--- src/rtl/period_meter_if.sv ---
// Bundles the measured input and the measurement results of period_meter.
// The meter itself takes the slave view; whatever drives iSig and consumes
// the results takes the master view.
interface period_meter_if;
  logic        iSig;
  logic [13:0] oPeriod;
  logic [15:0] oBcd;
  logic        oValid;
  logic        oLocked;
  logic        oOverflow;
  logic        oMiss;

  modport slave (
    input  iSig,
    output oPeriod, oBcd, oValid, oLocked, oOverflow, oMiss
  );

  modport master (
    output iSig,
    input  oPeriod, oBcd, oValid, oLocked, oOverflow, oMiss
  );
endinterface

--- src/rtl/period_meter.sv ---
// period_meter: measures the period of a slow clock-like input in iClk cycles.
// A rising edge of the synchronized input restarts a saturating counter; the
// count at the next edge is the period. Each captured period is converted to
// 4 BCD digits by a 14-step serial double-dabble before the outputs update.
module period_meter #(
  parameter int SYNC_STAGES = 2
) (
  input  logic          iClk,
  input  logic          iRst,
  period_meter_if.slave bus
);

  localparam logic [13:0] MAX_COUNT = 14'd9999;
  localparam logic [3:0]  CONV_LAST = 4'd13;

  typedef enum logic [1:0] {IDLE, MEASURE, CONVERT, DONE} stateT;

  stateT stateReg, stateNext;

  logic [SYNC_STAGES-1:0] syncReg;
  logic                   histReg;
  logic                   strobe;

  logic [13:0] countReg;
  logic [13:0] capValue;
  logic        capture;
  logic        busy;

  logic [13:0] capBinReg;
  logic        capOvfReg;
  logic [13:0] binWorkReg;
  logic [15:0] bcdWorkReg;
  logic [11:0] bcdAdj;
  logic [3:0]  convCntReg;

  logic [13:0] periodReg;
  logic [15:0] bcdReg;
  logic        validReg;
  logic        lockedReg;
  logic        overflowReg;
  logic        missReg;

  // Synchronizer chain plus history flop for rising-edge detection.
  always_ff @(posedge iClk or negedge iRst) begin
    if (!iRst) begin
      syncReg <= '0;
      histReg <= 1'b0;
    end else begin
      syncReg <= {syncReg[SYNC_STAGES-2:0], bus.iSig};
      histReg <= syncReg[SYNC_STAGES-1];
    end
  end

  assign strobe = syncReg[SYNC_STAGES-1] & ~histReg;

  // Value captured at a strobe: count+1, or a pinned 9999 once saturated.
  assign capValue = (countReg == MAX_COUNT) ? MAX_COUNT : countReg + 14'd1;

  // Period counter: restarts on every strobe, saturates at 9999.
  always_ff @(posedge iClk or negedge iRst) begin
    if (!iRst) begin
      countReg <= '0;
    end else if (strobe) begin
      countReg <= '0;
    end else if (countReg != MAX_COUNT) begin
      countReg <= countReg + 14'd1;
    end
  end

  // State register.
  always_ff @(posedge iClk or negedge iRst) begin
    if (!iRst) begin
      stateReg <= IDLE;
    end else begin
      stateReg <= stateNext;
    end
  end

  // Next-state logic; the first edge after reset only arms the meter.
  always_comb begin
    stateNext = stateReg;
    capture   = 1'b0;
    busy      = 1'b0;
    case (stateReg)
      IDLE: begin
        if (strobe) stateNext = MEASURE;
      end
      MEASURE: begin
        if (strobe) begin
          capture   = 1'b1;
          stateNext = CONVERT;
        end
      end
      CONVERT: begin
        busy = 1'b1;
        if (convCntReg == CONV_LAST) stateNext = DONE;
      end
      DONE: begin
        busy      = 1'b1;
        stateNext = MEASURE;
      end
      default: stateNext = IDLE;
    endcase
  end

  // Add-3 correction for the three low BCD digits. The thousands digit holds
  // at most 4 before the final shift (value <= 9999), so it never needs one.
  for (genvar gi = 0; gi < 3; gi++) begin : gAdj
    assign bcdAdj[gi*4 +: 4] = (bcdWorkReg[gi*4 +: 4] >= 4'd5) ?
                               bcdWorkReg[gi*4 +: 4] + 4'd3 :
                               bcdWorkReg[gi*4 +: 4];
  end

  // Capture register and serial double-dabble converter, one shift per cycle.
  always_ff @(posedge iClk or negedge iRst) begin
    if (!iRst) begin
      capBinReg  <= '0;
      capOvfReg  <= 1'b0;
      binWorkReg <= '0;
      bcdWorkReg <= '0;
      convCntReg <= '0;
    end else if (capture) begin
      capBinReg  <= capValue;
      capOvfReg  <= (countReg == MAX_COUNT);
      binWorkReg <= capValue;
      bcdWorkReg <= '0;
      convCntReg <= '0;
    end else if (stateReg == CONVERT) begin
      bcdWorkReg <= {bcdWorkReg[14:12], bcdAdj, binWorkReg[13]};
      binWorkReg <= {binWorkReg[12:0], 1'b0};
      convCntReg <= convCntReg + 4'd1;
    end
  end

  // Result registers, status flags and the one-cycle valid/miss pulses.
  always_ff @(posedge iClk or negedge iRst) begin
    if (!iRst) begin
      periodReg   <= '0;
      bcdReg      <= '0;
      validReg    <= 1'b0;
      lockedReg   <= 1'b0;
      overflowReg <= 1'b0;
      missReg     <= 1'b0;
    end else begin
      validReg <= 1'b0;
      missReg  <= strobe & busy;
      if (stateReg == DONE) begin
        periodReg   <= capBinReg;
        bcdReg      <= bcdWorkReg;
        validReg    <= 1'b1;
        lockedReg   <= 1'b1;
        overflowReg <= capOvfReg;
      end else if (stateReg == MEASURE && countReg == MAX_COUNT) begin
        overflowReg <= 1'b1;
      end
    end
  end

  assign bus.oPeriod   = periodReg;
  assign bus.oBcd      = bcdReg;
  assign bus.oValid    = validReg;
  assign bus.oLocked   = lockedReg;
  assign bus.oOverflow = overflowReg;
  assign bus.oMiss     = missReg;

endmodule

--- src/flat_wrapper.sv ---
// flat-port wrapper written by rule: the top's interface ports become plain ports
module period_meter_flat 
#(
  parameter int SYNC_STAGES = 2
)
  (iClk, iRst, bus_iSig, bus_oPeriod, bus_oBcd, bus_oValid, bus_oLocked, bus_oOverflow, bus_oMiss);
  period_meter_if bus_i ();
  input  logic iClk;
  input  logic iRst;
  input wire logic [$bits(bus_i.iSig)-1:0] bus_iSig;
  output wire logic [$bits(bus_i.oPeriod)-1:0] bus_oPeriod;
  output wire logic [$bits(bus_i.oBcd)-1:0] bus_oBcd;
  output wire logic [$bits(bus_i.oValid)-1:0] bus_oValid;
  output wire logic [$bits(bus_i.oLocked)-1:0] bus_oLocked;
  output wire logic [$bits(bus_i.oOverflow)-1:0] bus_oOverflow;
  output wire logic [$bits(bus_i.oMiss)-1:0] bus_oMiss;
  assign bus_i.iSig = bus_iSig;
  assign bus_oPeriod = bus_i.oPeriod;
  assign bus_oBcd = bus_i.oBcd;
  assign bus_oValid = bus_i.oValid;
  assign bus_oLocked = bus_i.oLocked;
  assign bus_oOverflow = bus_i.oOverflow;
  assign bus_oMiss = bus_i.oMiss;
  period_meter #(.SYNC_STAGES(SYNC_STAGES)) u_core (.iClk(iClk), .iRst(iRst), .bus(bus_i));
endmodule
--- config.mk ---
export PLATFORM = sky130hd
export DESIGN_NAME = period_meter_flat
export DESIGN_NICKNAME = d
export VERILOG_FILES = /design/src/rtl/period_meter_if.sv /design/src/rtl/period_meter.sv /design/src/flat_wrapper.sv
export SDC_FILE = /design/constraint.sdc
export NUM_CORES = 1
export LEC_CHECK = 0
export CORE_ASPECT_RATIO = 1.5
export CORE_MARGIN = 10
export CORE_UTILIZATION = 58
export DETAILED_ROUTE_END_ITERATION = 8
export GPL_ROUTABILITY_DRIVEN = 0
export PLACE_DENSITY = 0.8
export RECOVER_POWER = 50
export SETUP_SLACK_MARGIN = 0.15
export SYNTH_ARGS = -nofsm -noshare
export SYNTH_HDL_FRONTEND = slang
export SYNTH_SLANG_ARGS = --single-unit
--- constraint.sdc ---
create_clock -name iClk -period 4.8 [get_ports iClk]
set_input_delay 0.48 -clock iClk [delete_from_list [all_inputs] [get_ports iClk]]
set_output_delay 0.48 -clock iClk [all_outputs]
set_load 0.01 [all_outputs]
; Yosys cells after proc, flatten, opt, wreduce, memory -nomap -nowiden
; Cells that the tools add are included.
[totals]
register_bits = 102
out_inout_bits = 34
word_cells = 64
[classes]
add_sub_neg = 5
n_lt_le_gt_ge = 3
n_eq_ne = 9
n_mux = 22
bitwise = 3
n_reduce_logical = 7
[ops]
columns = operator, count
row1 = $mux 14, 5
row2 = $mux 16, 2
row3 = $mux 4, 5
row4 = $add 14x1->14 const B, 1
row5 = $eq 14x14->1 const B, 1
row6 = $ne 14x14->1 const B, 1
row7 = $add 4x2->4 const B, 3
row8 = $ge 4x3->1 const B, 3
row9 = $pmux 2 s4, 1
row10 = $mux 1, 6
row11 = $mux 2, 3
row12 = $ne 2x1->1 const B, 3
row13 = $reduce_bool 2->1, 3
row14 = $add 4x1->4 const B, 1
row15 = $eq 2x2->1 const B, 2
row16 = $eq 4x4->1 const B, 1
row17 = $reduce_and 3->1, 1
row18 = $and 1x1->1, 2
row19 = $eq 2x1->1 const B, 1
row20 = $logic_not 2->1, 1
row21 = $reduce_or 2->1, 1
row22 = $logic_and 1x1->1, 1
row23 = $not 1->1, 1

; Longest topological paths before layout
[logic_depth]
depth_word = 5
mapped_depth = 7
ltp_nobuf = 6

; Worst setup path before layout
; Ideal clock, no wire load.
[synth_timing]
path_kind = reg2reg
from = register u_core.countReg[7]
to = register u_core.countReg[0]
arrival_ns = 1.815
t_required_ns = 4.720
path_slack_ns = 2.905
path_stages_with_launch = 6
period_less_slack_ns = 1.895
cell_sequence = dfrtp_1 -> or4b_1 -> or4_1 -> buf_2 -> and2_4 -> nor3_2
[synth_between]
elab_chain_len = 2
[synth_rtl]
columns = item, line
row1 = start: declaration, period_meter.sv:24  ; logic [13:0] countReg;
row2 = start signal: assignment, period_meter.sv:66  ; countReg <= countReg + 14'd1;
row3 = $ne 14x14->1, period_meter.sv:65  ; end else if (countReg != MAX_COUNT) begin
row4 = $reduce_bool 2->1 (no source line), --
; No other way between the ends.
; A chain may end at the register's enable or synchronous reset.

==> results.toml <==
[drt]
avgRoutedWirePerCell_um = 15.80
ant_nets = 0
via_per_inst = 5.631
dr.first_iter.drc_count = 176
via_count = 2979
dr.pass1.iters = 4
drc = 0
routed_wirelength_mm = 8.360

[final_layout]
fillers = 586
antenna-diode-count = 0
drive_gt1_share_pct = 13.11
fin_nets = 439
area_growth_pct = 16.40

[critical_path]
r2r-start = "u_core.syncReg[1]"
path_delay_family = "buffers and inverters"
crit_type = "in -> async"
worst_path_max_delay_cell = "clkbuf_1"
critPathCaptureType = "asynchronous set/reset pin"
rrSetupSlack_ps = 2100
critPathMaxFanout = 52
cp.required_ps = 5230
r2r_cells = 4
cp.depth = 2
startpoint_type = "input port"
crit_chain = "clkbuf_1 -> buf_4"
startpoint = "iRst"
cp_num_buf_inv = 2
regToRegEndpoint = "u_core.binWorkReg[6]"
cp-endpoint = "u_core.bus.oBcd[5]"
cp_data_arrival_time_ps = 3200
slowest_delay_ps = 1910

[clocking]
cts.repair.resized = 0
clk_latency_ps = 350
hold_buffers = 0
cts_tree = "done"
root_buffer = "clkbuf_16"
cts_inserted_buffers = 9
clockBufferDepth = 2
cts_setup_buffers = 0
clkSlewWorstSetupHoldPaths_ps = 60
cts.sinks = 102
cts-htree-levels = 3

[flow_run]
drv_cap = 2

[sta]
worstMarginPinSlew_ps = 2751
fin_crit_sh_pct = 57.68
fin_crit_ps = 2769
max_slew_margin_pct = -83.38
tns_ps = 0
timing.fmax_mhz = 361.2
rsz0062_at_grt = "no"
setup_violations = 0
slew_violations = 85
hold_viol_final = 0
finalClockSkew_ps = 7.612
timing.hold.ws_ps = 375.2

[global_routing]
grt_pass1_vias = 2952
grt.total_usage_pct = 14.87
grt_pass1_wl_mm = 14.14
overflow = 0
grt_max_degree = 64
antenna_found_initial = 0

[logic_synthesis]
ys_async_sr_fraction_pct = 100.0
yosysTopAreaCell = "dfrtp_1"
ys_ff_latch = 102
synthFlopType = "dfrtp_1"
ys_seq_area_share_pct = 57.58
yosys.cell_types.count = 37
synthDominantCellAreaShare_pct = 57.58
synth_area_leaders = "dfrtp_1, mux2_2, ha_1"
syn_area_per_cell_um2 = 11.25
synthCells = 394
synth_area_um2 = 4433
ys_warn_count = 0
synth_fp_nets = 411
synth_edf_count = 0

[die]
core.rowCount = 39
num_io_pins = 37
coreArea_um2 = 7515
initial_core_util_pct = 58.99
die_w_um = 91.38
die_area_um2 = 11610
die_height_um = 127.1

[power]
internal_power_mw = 2.219
switching_share_pct = 32.51
ir_worst_vdd_v = 0.0005532
sequentialPowerShare_pct = 41.7
p_leak_nw = 2.224
power_frac_comb_pct = 35.8
clkPwrFrac_pct = 22.5
total_power_mw = 3.288
p_sw_mw = 1.069
p_per_area_nw_per_um2 = 637.3

[place]
dp_hpwl_mm = 5.508
port_buffers = 36

[worst_hold_path]
hp-class = "reg -> reg"

[run_status]
violations = "capacitance limit, slew limit"
outcome = "finished with violations"
## cells in the final DEF (no fill, tap or decap), types with 2 or more instances in the layout
cell type        count
a211oi_1            17
a21oi_1             33
a31oi_1              3
clkbuf_1             2
clkbuf_16            9
clkbuf_8             2
clkdlybuf4s50_1     31
clkinvlp_4           3
dfrtp_1            102
dlygate4sd3_1        4
ha_1                13
inv_1               12
mux2_2              32
mux2i_1              8
nand2_1             21
nand2b_1             3
nand3_1              6
nand4_1              4
nor2_1              44
nor2b_1             11
nor3_1               6
nor3b_1              4
o21ai_0             14
o21ai_1              2
o22ai_1              3
or3_1                5
xnor2_1             11
xor2_1               6
## flip-flops by register name (all words and copies together), names as in the netlist
signal,flops
u_core.convCntReg,4
u_core.capOvfReg,1
u_core.bus.oMiss,1
u_core.bus.oBcd,16
u_core.bus.oPeriod,14
u_core.bus.oLocked,1
u_core.capBinReg,14
u_core.bus.oOverflow,1
u_core.stateReg,2
u_core.histReg,1
u_core.binWorkReg,14
u_core.countReg,14
u_core.bus.oValid,1
u_core.syncReg,2
u_core.bcdWorkReg,16
## synthesized netlist by cell type, types with 8 or more instances
cell and n:
a211oi_1 17, a21oi_1 33, clkbuf_1 17, dfrtp_1 102, ha_1 14, inv_1 12
mux2_2 32, mux2i_1 8, nand2_1 21, nor2_1 44, nor2b_1 11, o21ai_0 14
xnor2_1 11
## power by group through the flow
stage / logic (mW) / registers (mW) / clock network (mW)
6_report: 1.18 / 1.37 / 0.739
5_1_grt: 1.32 / 1.41 / 0.785
4_1_cts: 1.20 / 1.37 / 0.750
3_5_place_dp: 1.18 / 1.38 / 0
3_3_place_gp: 1.14 / 1.37 / 0
2_1_floorplan: 0.746 / 1.39 / 0
## through the flow
step           setup WS, ps  cells  utilization, %  cell area, um^2
2_1_floorplan          2905    394               -             4433
3_3_place_gp           2282    513           64.64             4857
3_5_place_dp           2115    513           64.64             4857
4_1_cts                2078    529           68.76             5167
5_1_grt                1501    529           68.66             5160
6_report               2031    529           68.66             5160
## worst min path at each step
stage | depth (start not counted) | to | start
floorplan | 0 | u_core.bcdWorkReg[0] | iRst
global placement | 0 | u_core.histReg | u_core.syncReg[1]
detailed placement | 0 | u_core.histReg | u_core.syncReg[1]
CTS | 1 | u_core.bus.oPeriod[0] | iRst
global route | 0 | u_core.histReg | u_core.syncReg[1]
finish | 0 | u_core.histReg | u_core.syncReg[1]
## cells by family after synthesis
group | count (synthesis) | synth area share, %
flip-flops | 102 | 57.58
XOR/XNOR | 17 | 3.359
buffers and inverters | 33 | 2.822
AND/OR/NAND/NOR | 115 | 12.93
AO/OA/AOI/OAI | 73 | 9.427
multiplexers | 40 | 9.935
adder cells (fa/ha/maj) | 14 | 3.951
## cell type report
class	instances	area, um^2	share of cell area [%]
clock buffers	11	252.7	4.898
clock inverters	5	57.56	1.115
inverters	12	45.04	0.8729
multi-input cells	259	1759	34.09
flip-flops and latches	102	2552	49.47
well taps	102	127.6	2.473
repair buffers	38	365.4	7.080
## metal layers
layer | vias up | GRT usage, % | wire length (um)
li1 | 1421 | - | -
met1 | 1489 | 16.64 | 3439
met2 | 54 | 25.30 | 4432
met3 | 15 | 4.572 | 306
met4 | 0 | 6.846 | 181
met5 | - | 0 | 0
No activity file was read; power rests on OpenSTA's default activity.
